===== src/rtl/iq_sweep_pkg.sv =====
// Shared types and defaults for the DDS phase-increment sweep controller.
package iq_sweep_pkg;

    localparam int unsigned DEF_PHASE_W = 16;
    localparam int unsigned DEF_DWELL_W = 24;

    typedef enum logic [1:0] {
        IDLE   = 2'd0,
        DWELL  = 2'd1,
        STEP   = 2'd2,
        FINISH = 2'd3
    } sweep_state_t;

    typedef enum logic {
        UP   = 1'b0,
        DOWN = 1'b1
    } sweep_dir_t;

endpackage


===== src/rtl/sweep_next_inc.sv =====
// Next phase increment, clamped to the stop value; a zero step jumps straight to stop.
module sweep_next_inc
    import iq_sweep_pkg::*;
#(
    parameter int unsigned W = DEF_PHASE_W
) (
    input  logic [W-1:0] cur,
    input  logic [W-1:0] step,
    input  logic [W-1:0] stop,
    input  sweep_dir_t   dir,
    output logic [W-1:0] next_inc_c
);

    logic [W:0] sum;
    logic [W:0] diff;

    // One extra bit so overflow and underflow are seen instead of wrapping.
    always_comb begin
        sum        = {1'b0, cur} + {1'b0, step};
        diff       = {1'b0, cur} - {1'b0, step};
        next_inc_c = stop;
        if (step != '0) begin
            if (dir == UP) begin
                if (sum <= {1'b0, stop}) next_inc_c = sum[W-1:0];
            end else begin
                if (!diff[W] && (diff[W-1:0] >= stop)) next_inc_c = diff[W-1:0];
            end
        end
    end

endmodule


===== src/rtl/iq_freq_sweep_ctrl.sv =====
// Sweep/hop controller producing the DDS phase increment: start to stop in
// clamped steps, each value held for a programmable dwell, single pass or repeating.
module iq_freq_sweep_ctrl
    import iq_sweep_pkg::*;
#(
    parameter int unsigned PHASE_W = DEF_PHASE_W,
    parameter int unsigned DWELL_W = DEF_DWELL_W
) (
    input  logic               clock,
    input  logic               reset,
    input  logic [PHASE_W-1:0] cfg_start_inc,
    input  logic [PHASE_W-1:0] cfg_stop_inc,
    input  logic [PHASE_W-1:0] cfg_step,
    input  logic [DWELL_W-1:0] cfg_dwell,
    input  logic               cfg_repeat,
    input  logic               start,
    input  logic               abort,
    output logic [PHASE_W-1:0] dds_phase_inc,
    output logic               inc_valid,
    output logic               busy,
    output logic               done
);

    sweep_state_t       state_q, state_d;
    sweep_dir_t         dir_q, dir_d;
    logic [PHASE_W-1:0] start_q, start_d;
    logic [PHASE_W-1:0] stop_q, stop_d;
    logic [PHASE_W-1:0] step_q, step_d;
    logic [DWELL_W-1:0] reload_q, reload_d;
    logic [DWELL_W-1:0] cnt_q, cnt_d;
    logic               repeat_q, repeat_d;
    logic               wrap_q, wrap_d;
    logic [PHASE_W-1:0] inc_d;
    logic               inc_valid_d, busy_d, done_d;
    logic [PHASE_W-1:0] next_inc_c;
    logic [PHASE_W-1:0] step_val_c;

    sweep_next_inc #(.W(PHASE_W)) u_next (
        .cur        (dds_phase_inc),
        .step       (step_q),
        .stop       (stop_q),
        .dir        (dir_q),
        .next_inc_c (next_inc_c)
    );

    assign step_val_c = wrap_q ? start_q : next_inc_c;

    always_ff @(posedge clock or posedge reset) begin
        if (reset) begin
            state_q       <= IDLE;
            dir_q         <= UP;
            start_q       <= '0;
            stop_q        <= '0;
            step_q        <= '0;
            reload_q      <= '0;
            cnt_q         <= '0;
            repeat_q      <= 1'b0;
            wrap_q        <= 1'b0;
            dds_phase_inc <= '0;
            inc_valid     <= 1'b0;
            busy          <= 1'b0;
            done          <= 1'b0;
        end else begin
            state_q       <= state_d;
            dir_q         <= dir_d;
            start_q       <= start_d;
            stop_q        <= stop_d;
            step_q        <= step_d;
            reload_q      <= reload_d;
            cnt_q         <= cnt_d;
            repeat_q      <= repeat_d;
            wrap_q        <= wrap_d;
            dds_phase_inc <= inc_d;
            inc_valid     <= inc_valid_d;
            busy          <= busy_d;
            done          <= done_d;
        end
    end

    always_comb begin
        state_d     = state_q;
        dir_d       = dir_q;
        start_d     = start_q;
        stop_d      = stop_q;
        step_d      = step_q;
        reload_d    = reload_q;
        cnt_d       = cnt_q;
        repeat_d    = repeat_q;
        wrap_d      = wrap_q;
        inc_d       = dds_phase_inc;
        inc_valid_d = 1'b0;
        busy_d      = busy;
        done_d      = 1'b0;

        unique case (state_q)
            IDLE: begin
                if (start && !abort) begin
                    start_d     = cfg_start_inc;
                    stop_d      = cfg_stop_inc;
                    step_d      = cfg_step;
                    repeat_d    = cfg_repeat;
                    dir_d       = (cfg_stop_inc >= cfg_start_inc) ? UP : DOWN;
                    reload_d    = (cfg_dwell == '0) ? '0 : cfg_dwell - DWELL_W'(1);
                    cnt_d       = (cfg_dwell == '0) ? '0 : cfg_dwell - DWELL_W'(1);
                    wrap_d      = 1'b0;
                    inc_d       = cfg_start_inc;
                    inc_valid_d = 1'b1;
                    busy_d      = 1'b1;
                    state_d     = DWELL;
                end
            end
            DWELL: begin
                if (cnt_q != '0) begin
                    cnt_d = cnt_q - DWELL_W'(1);
                end else if ((dds_phase_inc == stop_q) && !repeat_q) begin
                    state_d = FINISH;
                end else begin
                    wrap_d  = (dds_phase_inc == stop_q);
                    state_d = STEP;
                end
            end
            STEP: begin
                // A repeat onto an unchanged value (start == stop) is not a new value.
                inc_d       = step_val_c;
                inc_valid_d = (step_val_c != dds_phase_inc);
                cnt_d       = reload_q;
                wrap_d      = 1'b0;
                state_d     = DWELL;
            end
            FINISH: begin
                done_d  = 1'b1;
                busy_d  = 1'b0;
                state_d = IDLE;
            end
            default: state_d = IDLE;
        endcase

        // Abort beats everything outside IDLE and freezes the output value.
        if (abort && (state_q != IDLE)) begin
            state_d     = IDLE;
            inc_d       = dds_phase_inc;
            inc_valid_d = 1'b0;
            busy_d      = 1'b0;
            done_d      = 1'b0;
            wrap_d      = 1'b0;
        end
    end

endmodule


===== config.mk =====
export PLATFORM = sky130hd
export DESIGN_NAME = iq_freq_sweep_ctrl
export DESIGN_NICKNAME = d
export VERILOG_FILES = /design/src/rtl/iq_sweep_pkg.sv /design/src/rtl/sweep_next_inc.sv /design/src/rtl/iq_freq_sweep_ctrl.sv
export SDC_FILE = /design/constraint.sdc
export NUM_CORES = 1
export LEC_CHECK = 0
export BUFFER_PORTS_ARGS = -buffer_cell sky130_fd_sc_hd__buf_2
export CORE_AREA = 2 2 143 145
export DETAILED_ROUTE_END_ITERATION = 8
export DIE_AREA = 0 0 145 147
export PLACE_DENSITY = 0.76
export SYNTH_ARGS = -nofsm -noshare
export SYNTH_HDL_FRONTEND = slang
export SYNTH_SLANG_ARGS = --single-unit

===== constraint.sdc =====
create_clock -name clock -period 4.5 [get_ports clock]
set_input_delay 0.675 -clock clock [delete_from_list [all_inputs] [get_ports clock]]
set_output_delay 0.675 -clock clock [all_outputs]
set_load 0.02 [all_outputs]

==> impl_metrics.csv, run 1 <==
group,metric,value,unit
sta,maxSlewViolCount,0,
die,fp.dieH,147,um
die,top_level_ports,96,
outcome,status,"finished, violations left",
die,initial_core_util,0.533,
sta,fin_skew,0.0139,ns
placement,portBuffers,95,
final_layout,regArea,3010,um^2
critical_path,critical_path.top_delay_family,"compound AO/OA/AOI/OAI gates",
critical_path,critPathLaunch,"dds_phase_inc[1]",
critical_path,worstPathArrival,5.30,ns
critical_path,reg2reg_to,"inc_valid",
clock_tree,cts_buffer_depth,2,
final_layout,num_antenna_cells,0,
run,cap_violations,0,
outcome,violations,"negative setup slack",
sta,hold_viol,0,
synth,postSynthCellCount,1344,
critical_path,crit_chain,"ha_4, nor2b_1, o211ai_1, and4_1, o41ai_2, a21o_1, a21oi_1, xnor2_1, ha_1, nand4_1, a21oi_1, o21a_2, buf_4, o21a_4, buf_12, mux2i_2, nor3_1, nor4_2, a41oi_2, a2111oi_2, a21oi_1",
synth,synth.distinct_cells,91,
critical_path,critPathLaunchType,"flop",
synth,synth_top_area_frac,0.284,
final_layout,final_nets,1757,
routing,wl_per_cell,20.1,um
sta,rsz0062_at_grt,"true",
clock_tree,cts_max_level,4,
clock_tree,clock-root-buffer,"clkbuf_16",
final_layout,fill_cells,1609,
die,rows,52,
clock_tree,clk_latency,0.43,ns
routing,drt_pass1_iterations,5,
routing,via_count,11200,
final_layout,fin_util,0.698,
critical_path,path_depth,21,
sta,fmax,0.200,GHz
routing,detail-route-antenna-nets,0,
synth,async_flop_share,1.00,
critical_path,slowest_delay,0.44,ns
final_layout,multi_input_area,7470,um^2
sta,finalSetupViolCount,16,
clock_tree,cts.clk_slew.worst_paths,0.07,ns
die,fp.dieW,145,um
final_layout,layout-drive-gt1-share,0.279,
global_route,overflow,0,
sta,fin_crit_sh,1.11,
critical_path,reg2reg_depth,21,
critical_path,reg2reg_from,"dds_phase_inc[1]",
synth,synth_area_leaders,"dfrtp_1 28%, ha_1 10%, nand2_1 8.1%",
synth,syn_nets,1509,
critical_path,critPathCapture,"inc_valid",
global_route,antenna_found_initial,1,
placement,dp_hpwl,27500,um
routing,wirelength,37600,um
sta,final.setup.worst_slack,-0.497,ns
global_route,grt_pass1_vias,11400,
synth,synth_area,10600,um^2
critical_path,slowest_stage,"dfrtp_2",
clock_tree,cts_tree,"built",
critical_path,cp.required,4.80,ns
synth,ys_seq_area_frac,0.284,
synth,synth_edf_count,0,
sta,timing.setup.tns,-3.25,ns
critical_path,crit_buf_inv,2,
synth,synth_ff_type,"dfrtp_1",
synth,synth_warnings,0,
die,dieArea,21300,um^2
placement,place_congestion,1.02,
routing,viasPerCell,5.95,
sta,max_slew.worst_pin.slew,1.18,ns
routing,drcViolationCount,0,
placement,pre_cts_ws,-0.576,ns
clock_tree,cts_buffers,17,
routing,first_iter_violations,870,
synth,postSynthAreaPerCell,7.87,um^2
critical_path,worstSetupPathType,"reg2reg",
min_path,hold_class,"in2async",
sta,slew_headroom,0.209,
clock_tree,cts_num_sinks,120,
synth,yosysMostFrequentCell,"nand2_1",
critical_path,rrSetupSlack,-0.50,ns
critical_path,endpoint_kind,"flop",
die,core_area,19800,um^2
critical_path,crit_top_cell,"a21oi_1",
sta,fin_crit,5.00,ns
synth,ys_ff_latch,120,
global_route,grt_pass1_wl,60200,um
global_route,grt_max_degree,111,
final_layout,area_delta_synth_final,31.0,%
global_route,grt.total_usage,0.357,
synth,yosysTopAreaCell,"dfrtp_1",
synth,synthTopCellsByCount,"228 x nand2_1, 120 x dfrtp_1, 119 x o21ai_0",
critical_path,critPathMaxFanout,6,
==> sequential cells by signal, indices dropped and copies added, names as in the netlist <==
register       cells
repeat_q           1
state_q            2
stop_q            16
reload_q          24
step_q            16
wrap_q             1
cnt_q             24
start_q           16
busy               1
done               1
dds_phase_inc     16
dir_q              1
inc_valid          1
==> worst reg2reg max path, delay by kind of cell, from the launching register on <==
kind / cells / cell delay (ns)
simple gates: 5 / 1.03
xor+xnor: 1 / 0.17
buf+inv: 2 / 0.25
mux: 1 / 0.26
flops: 1 / 0.44
fa+ha+maj: 2 / 0.58
compound gates: 10 / 2.10
==> kinds of logic after synthesis <==
group,count (synthesis),synth area share
buffers and inverters,155,0.0600
multiplexers,23,0.0225
XOR/XNOR,76,0.0629
adder cells (fa/ha/maj),88,0.105
flip-flops,120,0.284
AND/OR/NAND/NOR,495,0.218
AO/OA/AOI/OAI,387,0.248
==> per-layer routing <==
metal	share of wire	wire, um	vias up	track usage
li1	-	-	5310	-
met1	0.40	15000	5259	0.434
met2	0.49	18300	483	0.622
met3	0.064	2420	111	0.0556
met4	0.052	1940	0	0.174
met5	0	0	-	0
==> final cells by class <==
cell class | count | area share
Timing Repair Buffer | 296 | 0.152
Inverter | 88 | 0.0240
Tap cell | 270 | 0.0244
Multi-Input combinational cell | 1069 | 0.539
Sequential cell | 120 | 0.217
Clock inverter | 14 | 0.0133
Clock buffer | 18 | 0.0310
==> what timing repair did <==
action	in CTS	in global routing
buffers inserted	29	4
cloned	0	0
pin swaps	45	17
hold buffers	0	0
gates resized for setup	100	20
endpoints found under the setup margin	16	17
endpoints found under the hold margin	0	0
==> how the worst min path moves through the flow <==
stage | from | endpoint | slack, ns | cells after the start
final | reset | cnt_q[3] | 0.14 | 2
after CTS | reset | reload_q[2] | 0.14 | 2
after global placement | start_q[9] | start_q[9] | 0.45 | 2
after floorplan | start_q[12] | start_q[12] | 0.44 | 2
after global routing | reset | cnt_q[3] | 0.14 | 2
after detailed placement | reload_q[22] | reload_q[22] | 0.46 | 2
==> cells in the final DEF (no fill, tap or decap), types with 6 or more instances in the layout <==
cell type / count
xor2_1: 32
inv_1: 84
a21oi_1: 68
a21o_1: 26
inv_6: 6
a211oi_2: 7
nand2b_1: 18
nor3_1: 24
nand3_1: 33
buf_6: 18
nand2_1: 224
ha_1: 79
o31ai_1: 11
nor2b_1: 10
clkbuf_16: 17
a211oi_1: 11
a31oi_1: 8
nor2_1: 85
xnor2_2: 6
or3_1: 7
nand4_1: 14
o21ai_0: 105
and2_1: 6
dfrtp_1: 116
xnor2_1: 38
a21oi_2: 7
o311ai_0: 7
o22ai_1: 8
mux2i_1: 13
buf_2: 95
buf_4: 179
o21ai_1: 14
nor4_1: 20
o211ai_1: 19
==> per-stage QoR <==
stage	instance area [um^2]	cells	hold slack, ns
after floorplan	10600	1344	0.441
after global placement	12500	1813	0.454
after detailed placement	12500	1813	0.462
after CTS	13700	1872	0.136
after global routing	13900	1875	0.142
final	13900	1875	0.138
Power of run 1 is not shown: default switching activity piles up to over one toggle a cycle in this logic, so the estimate is an artifact.
==> run 2, diff against run 1 <==
--- a/config.mk
+++ b/config.mk
@@ -6,9 +6,9 @@
 export NUM_CORES = 1
 export LEC_CHECK = 0
 export BUFFER_PORTS_ARGS = -buffer_cell sky130_fd_sc_hd__buf_2
-export CORE_AREA = 2 2 143 145
+export CORE_AREA = 2 2 151 138
 export DETAILED_ROUTE_END_ITERATION = 8
-export DIE_AREA = 0 0 145 147
+export DIE_AREA = 0 0 153 140
 export PLACE_DENSITY = 0.76
 export SYNTH_ARGS = -nofsm -noshare
 export SYNTH_HDL_FRONTEND = slang
==> run 2 against run 1 <==
The flow still finishes with violations (negative setup slack); clock skew is 0.0010 ns higher; hold slack gained 0.17 ns; design area about the same; non-clock buffer count is 4 lower; cell count is 1.0% lower; global-route usage shrank 0.95 points; critical path type unchanged; critical endpoint unchanged.
==> impl_metrics.csv, run 2 (synthesized netlist as in run 1, its figures left out) <==
group,metric,value,unit
placement,dp_hpwl,27800,um
sta,hold_viol,0,
die,dieArea,21400,um^2
sta,rsz0062_at_grt,"true",
global_route,grt_pass1_vias,10600,
outcome,violations,"negative setup slack",
routing,via_count,11400,
global_route,grt_max_degree,79,
routing,viasPerCell,6.15,
sta,slew_headroom,0.203,
clock_tree,clk_latency,0.44,ns
final_layout,final_cell_mix,"226 x nand2_1, 181 x buf_4, 116 x dfrtp_1",
critical_path,endpoint_kind,"flop",
critical_path,reg2reg_depth,22,
die,fp.dieH,140,um
die,rows,49,
critical_path,slowest_stage,"dfrtp_1",
critical_path,critPathLaunchType,"flop",
sta,maxSlewViolCount,0,
critical_path,critPathMaxFanout,5,
routing,detail-route-antenna-nets,0,
routing,first_iter_violations,1240,
final_layout,area_delta_synth_final,31.0,%
die,initial_core_util,0.534,
sta,fin_crit,4.97,ns
critical_path,worstPathArrival,5.27,ns
global_route,antenna_found_initial,0,
routing,wirelength,37500,um
final_layout,final_nets,1753,
routing,drcViolationCount,0,
critical_path,critical_path.top_delay_family,"compound AO/OA/AOI/OAI gates",
run,cap_violations,0,
clock_tree,cts_max_level,4,
clock_tree,cts_buffer_depth,2,
min_path,hold_class,"in2async",
routing,drt_pass1_iterations,5,
clock_tree,cts.clk_slew.worst_paths,0.07,ns
final_layout,num_antenna_cells,0,
placement,pre_cts_ws,-0.673,ns
critical_path,crit_buf_inv,5,
global_route,grt_pass1_wl,59000,um
critical_path,crit_chain,"ha_1, inv_2, buf_4, o311ai_2, buf_4, a211oi_1, o22ai_1, xnor2_1, ha_1, nand3_2, nor2_4, buf_4, o41ai_2, a211o_1, and3_4, buf_12, a31o_1, o41a_1, xnor2_2, o2111ai_2, nor4_4, a21oi_1",
clock_tree,cts_num_sinks,120,
final_layout,top_regs,"cnt_q (24), reload_q (24)",
global_route,overflow,0,
sta,fmax,0.201,GHz
critical_path,cp.required,4.80,ns
placement,place_congestion,1.01,
critical_path,reg2reg_from,"dds_phase_inc[6]",
critical_path,crit_top_cell,"buf_4",
clock_tree,clock-root-buffer,"clkbuf_16",
outcome,status,"finished, violations left",
clock_tree,cts_buffers,17,
die,core_area,19800,um^2
sta,fin_crit_sh,1.11,
critical_path,reg2reg_to,"inc_valid",
routing,wl_per_cell,20.2,um
sta,timing.setup.tns,-2.77,ns
die,fp.dieW,153,um
sta,fin_skew,0.0149,ns
critical_path,worstSetupPathType,"reg2reg",
sta,max_slew.worst_pin.slew,1.19,ns
clock_tree,cts_tree,"built",
final_layout,layout_commonest_cell,"nand2_1",
sta,final.setup.worst_slack,-0.474,ns
critical_path,slowest_delay,0.45,ns
global_route,grt.total_usage,0.348,
placement,portBuffers,95,
die,top_level_ports,96,
critical_path,rrSetupSlack,-0.47,ns
final_layout,layout-drive-gt1-share,0.283,
sta,finalSetupViolCount,14,
sta,whs,0.313,ns
[run 2: cell count changes in the layout (fill, tap and decap cells not counted), sizes merged]
cell    before  now
buf        296  292
bufinv       3    2
clkbuf      18   17
clkinv       3    5
[run 2: repair_timing]
item	CTS	global route
setup buffers	27	7
hold buffers	0	0
endpoints found under the setup margin	16	17
pin swaps	51	37
gates resized for setup	94	41
[run 2: stage by stage]
step | utilization | instances | area, um^2
2_1_floorplan | - | 1344 | 10600
3_3_place_gp | 0.625 | 1791 | 12400
3_5_place_dp | 0.625 | 1791 | 12400
4_1_cts | 0.686 | 1849 | 13600
5_1_grt | 0.700 | 1856 | 13900
6_report | 0.700 | 1856 | 13900
[run 2: worst max-delay path by stage]
stage | from | endpoint | slack, ns | depth (start not counted)
after floorplan | dds_phase_inc[1] | inc_valid | -0.23 | 20
after global placement | dds_phase_inc[1] | inc_valid | -0.57 | 21
after detailed placement | dds_phase_inc[1] | inc_valid | -0.67 | 21
after CTS | dds_phase_inc[1] | inc_valid | -0.40 | 21
after global routing | dds_phase_inc[1] | inc_valid | -0.60 | 21
final | dds_phase_inc[6] | inc_valid | -0.47 | 22
[run 2: layout make-up]
class,instances,area [um^2]
well taps,255,319
inverters,88,333
repair buffers,292,2040
fillers,1588,5940
clock buffers,17,425
multi-input cells,1069,7580
flip-flops and latches,120,3010
clock inverters,15,166
[run 2: routing by layer]
metal | GRT usage | wire (um) | vias up
met3 | 0.0832 | 3560 | 73
met5 | 0 | 0 | -
li1 | - | - | 5293
met2 | 0.520 | 16300 | 611
met4 | 0.103 | 978 | 0
met1 | 0.501 | 16600 | 5444
Power of run 2 is left out for the same reason.
==> run 3, diff against run 2 <==
--- a/config.mk
+++ b/config.mk
@@ -9,6 +9,7 @@
 export CORE_AREA = 2 2 151 138
 export DETAILED_ROUTE_END_ITERATION = 8
 export DIE_AREA = 0 0 153 140
+export GPL_TIMING_DRIVEN = 0
 export PLACE_DENSITY = 0.76
 export SYNTH_ARGS = -nofsm -noshare
 export SYNTH_HDL_FRONTEND = slang
==> run 3 against run 2 <==
The run still ends with negative setup slack left; wire length grew 5.5%; sequential cell count is the same; cell count shrank 4.1%; clock skew shrank 0.0030 ns; design area shrank 5.4%.
==> impl_metrics.csv, run 3 (synthesized netlist as in run 1, its figures left out) <==
group,metric,value,unit
sta,fin_crit,5.21,ns
die,initial_core_util,0.534,
critical_path,rrSetupSlack,-0.71,ns
die,top_level_ports,96,
sta,final.setup.worst_slack,-0.710,ns
global_route,grt_pass1_wl,60200,um
placement,place_congestion,0.987,
routing,via_count,11500,
global_route,grt_max_degree,98,
global_route,grt_pass1_vias,10600,
final_layout,final_nets,1676,
global_route,overflow,0,
final_layout,num_antenna_cells,0,
final_layout,top_regs,"cnt_q (24), reload_q (24)",
outcome,violations,"negative setup slack",
critical_path,reg2reg_from,"step_q[0]",
routing,drt_pass1_iterations,6,
die,core_area,19800,um^2
sta,fin_crit_sh,1.16,
sta,finalSetupViolCount,17,
routing,first_iter_violations,1351,
critical_path,cp.required,4.80,ns
clock_tree,clock-root-buffer,"clkbuf_16",
final_layout,post-route-cell-area,13100,um^2
sta,slew_headroom,0.342,
sta,max_slew.worst_pin.slew,0.986,ns
final_layout,regArea,3020,um^2
placement,post_dp_cell_area,11400,um^2
placement,portBuffers,95,
placement,dp_hpwl,29000,um
critical_path,critPathLaunchType,"flop",
min_path,hold_class,"in2async",
critical_path,reg2reg_depth,20,
sta,fin_skew,0.0119,ns
critical_path,critPathLaunch,"step_q[0]",
critical_path,worstSetupPathType,"reg2reg",
final_layout,multi_input_area,7560,um^2
final_layout,final_cell_mix,"224 x nand2_1, 110 x dfrtp_1, 108 x o21ai_0",
die,fp.dieW,153,um
clock_tree,cts_num_sinks,120,
global_route,grt.total_usage,0.361,
clock_tree,cts_buffers,17,
routing,viasPerCell,6.44,
outcome,status,"finished, violations left",
clock_tree,cts_tree,"built",
clock_tree,cts.clk_slew.worst_paths,0.07,ns
final_layout,layout_commonest_cell,"nand2_1",
critical_path,critPathMaxFanout,6,
sta,maxSlewViolCount,0,
die,dieArea,21400,um^2
run,cap_violations,0,
sta,fmax,0.192,GHz
final_layout,layout-drive-gt1-share,0.217,
clock_tree,clk_latency,0.44,ns
critical_path,endpoint_kind,"flop",
sta,hold_viol,0,
clock_tree,cts_buffer_depth,2,
routing,detail-route-antenna-nets,0,
final_layout,area_delta_synth_final,24.0,%
global_route,antenna_found_initial,0,
routing,drcViolationCount,0,
critical_path,critPathCapture,"inc_valid",
final_layout,fin_util,0.663,
routing,wirelength,39500,um
final_layout,fill_cells,1633,
critical_path,worstPathArrival,5.51,ns
clock_tree,cts_max_level,4,
critical_path,reg2reg_to,"inc_valid",
sta,rsz0062_at_grt,"true",
die,fp.dieH,140,um
routing,wl_per_cell,22.2,um
die,rows,49,
==> run 3: cell types whose count changed in the layout (fill, tap and decap cells not counted), moves of 3 or more <==
cell and change:
buf_6 -4, buf_2 +10, clkbuf_1 +44, ha_2 -3, dfrtp_2 +6, o21ai_0 +4
dfrtp_1 -6, nand2_2 +3, buf_4 -132
==> run 3: area by class of cell <==
| type | instances | share of cell area |
|---|---|---|
| sequential | 120 | 0.230 |
| clock inverter | 15 | 0.0164 |
| buffer | 67 | 0.0253 |
| tap | 255 | 0.0243 |
| multi-input combinational | 1069 | 0.576 |
| inverter | 88 | 0.0256 |
| clock buffer | 17 | 0.0324 |
| timing repair buffer | 148 | 0.0698 |
==> run 3: worst min-delay path by stage <==
stage	startpoint	endpoint	slack (ns)	depth (start not counted)
2_1_floorplan	start_q[12]	start_q[12]	0.44	2
3_3_place_gp	reload_q[3]	reload_q[3]	0.45	2
3_5_place_dp	reload_q[22]	reload_q[22]	0.46	2
4_1_cts	reset	stop_q[2]	0.20	2
5_1_grt	reset	step_q[2]	0.21	2
6_report	reset	step_q[6]	0.19	2
==> run 3: through the flow <==
stage	std cells	hold WS, ns	setup TNS (ns)	setup WS (ns)
3_5_place_dp	1695	0.462	-15.45	-1.47
4_1_cts	1766	0.198	-3.24	-0.551
6_report	1779	0.187	-6.06	-0.710
3_3_place_gp	1694	0.453	-129.87	-1.47
5_1_grt	1779	0.209	-9.12	-0.860
2_1_floorplan	1344	0.441	-0.296	-0.231
==> run 3: timing repair <==
item | in CTS | in global routing
gates resized for setup | 101 | 33
hold endpoints to repair | 0 | 0
endpoints found under the setup margin | 17 | 17
gates cloned | 0 | 0
hold buffers | 0 | 0
setup buffers | 39 | 14
pin swaps | 50 | 41
==> run 3: critical path, stage by stage (launching register included) <==
cell and delay, ns:
dfrtp_2 0.45, ha_4 0.17, fa_2 0.34, nor2b_4 0.14, o211ai_1 0.23, nand2_1 0.11
a311o_1 0.41, xnor2_2 0.15, ha_1 0.30, nand4_1 0.18, a211oi_2 0.33, o41ai_2 0.15
a211o_1 0.39, and3_4 0.20, buf_12 0.15, a31oi_4 0.18, nand2_2 0.07, xor2_1 0.15
or4_4 0.56, nor4_4 0.31, a21oi_2 0.10
==> run 3: routing by layer <==
metal / wire length, um / up-vias / track usage
met1: 17000 / 5459 / 0.544
li1: - / 5164 / -
met5: 0 / - / 0
met4: 764 / 0 / 0.0877
met3: 5460 / 65 / 0.0987
met2: 16300 / 763 / 0.511
Power of run 3 is left out for the same reason.
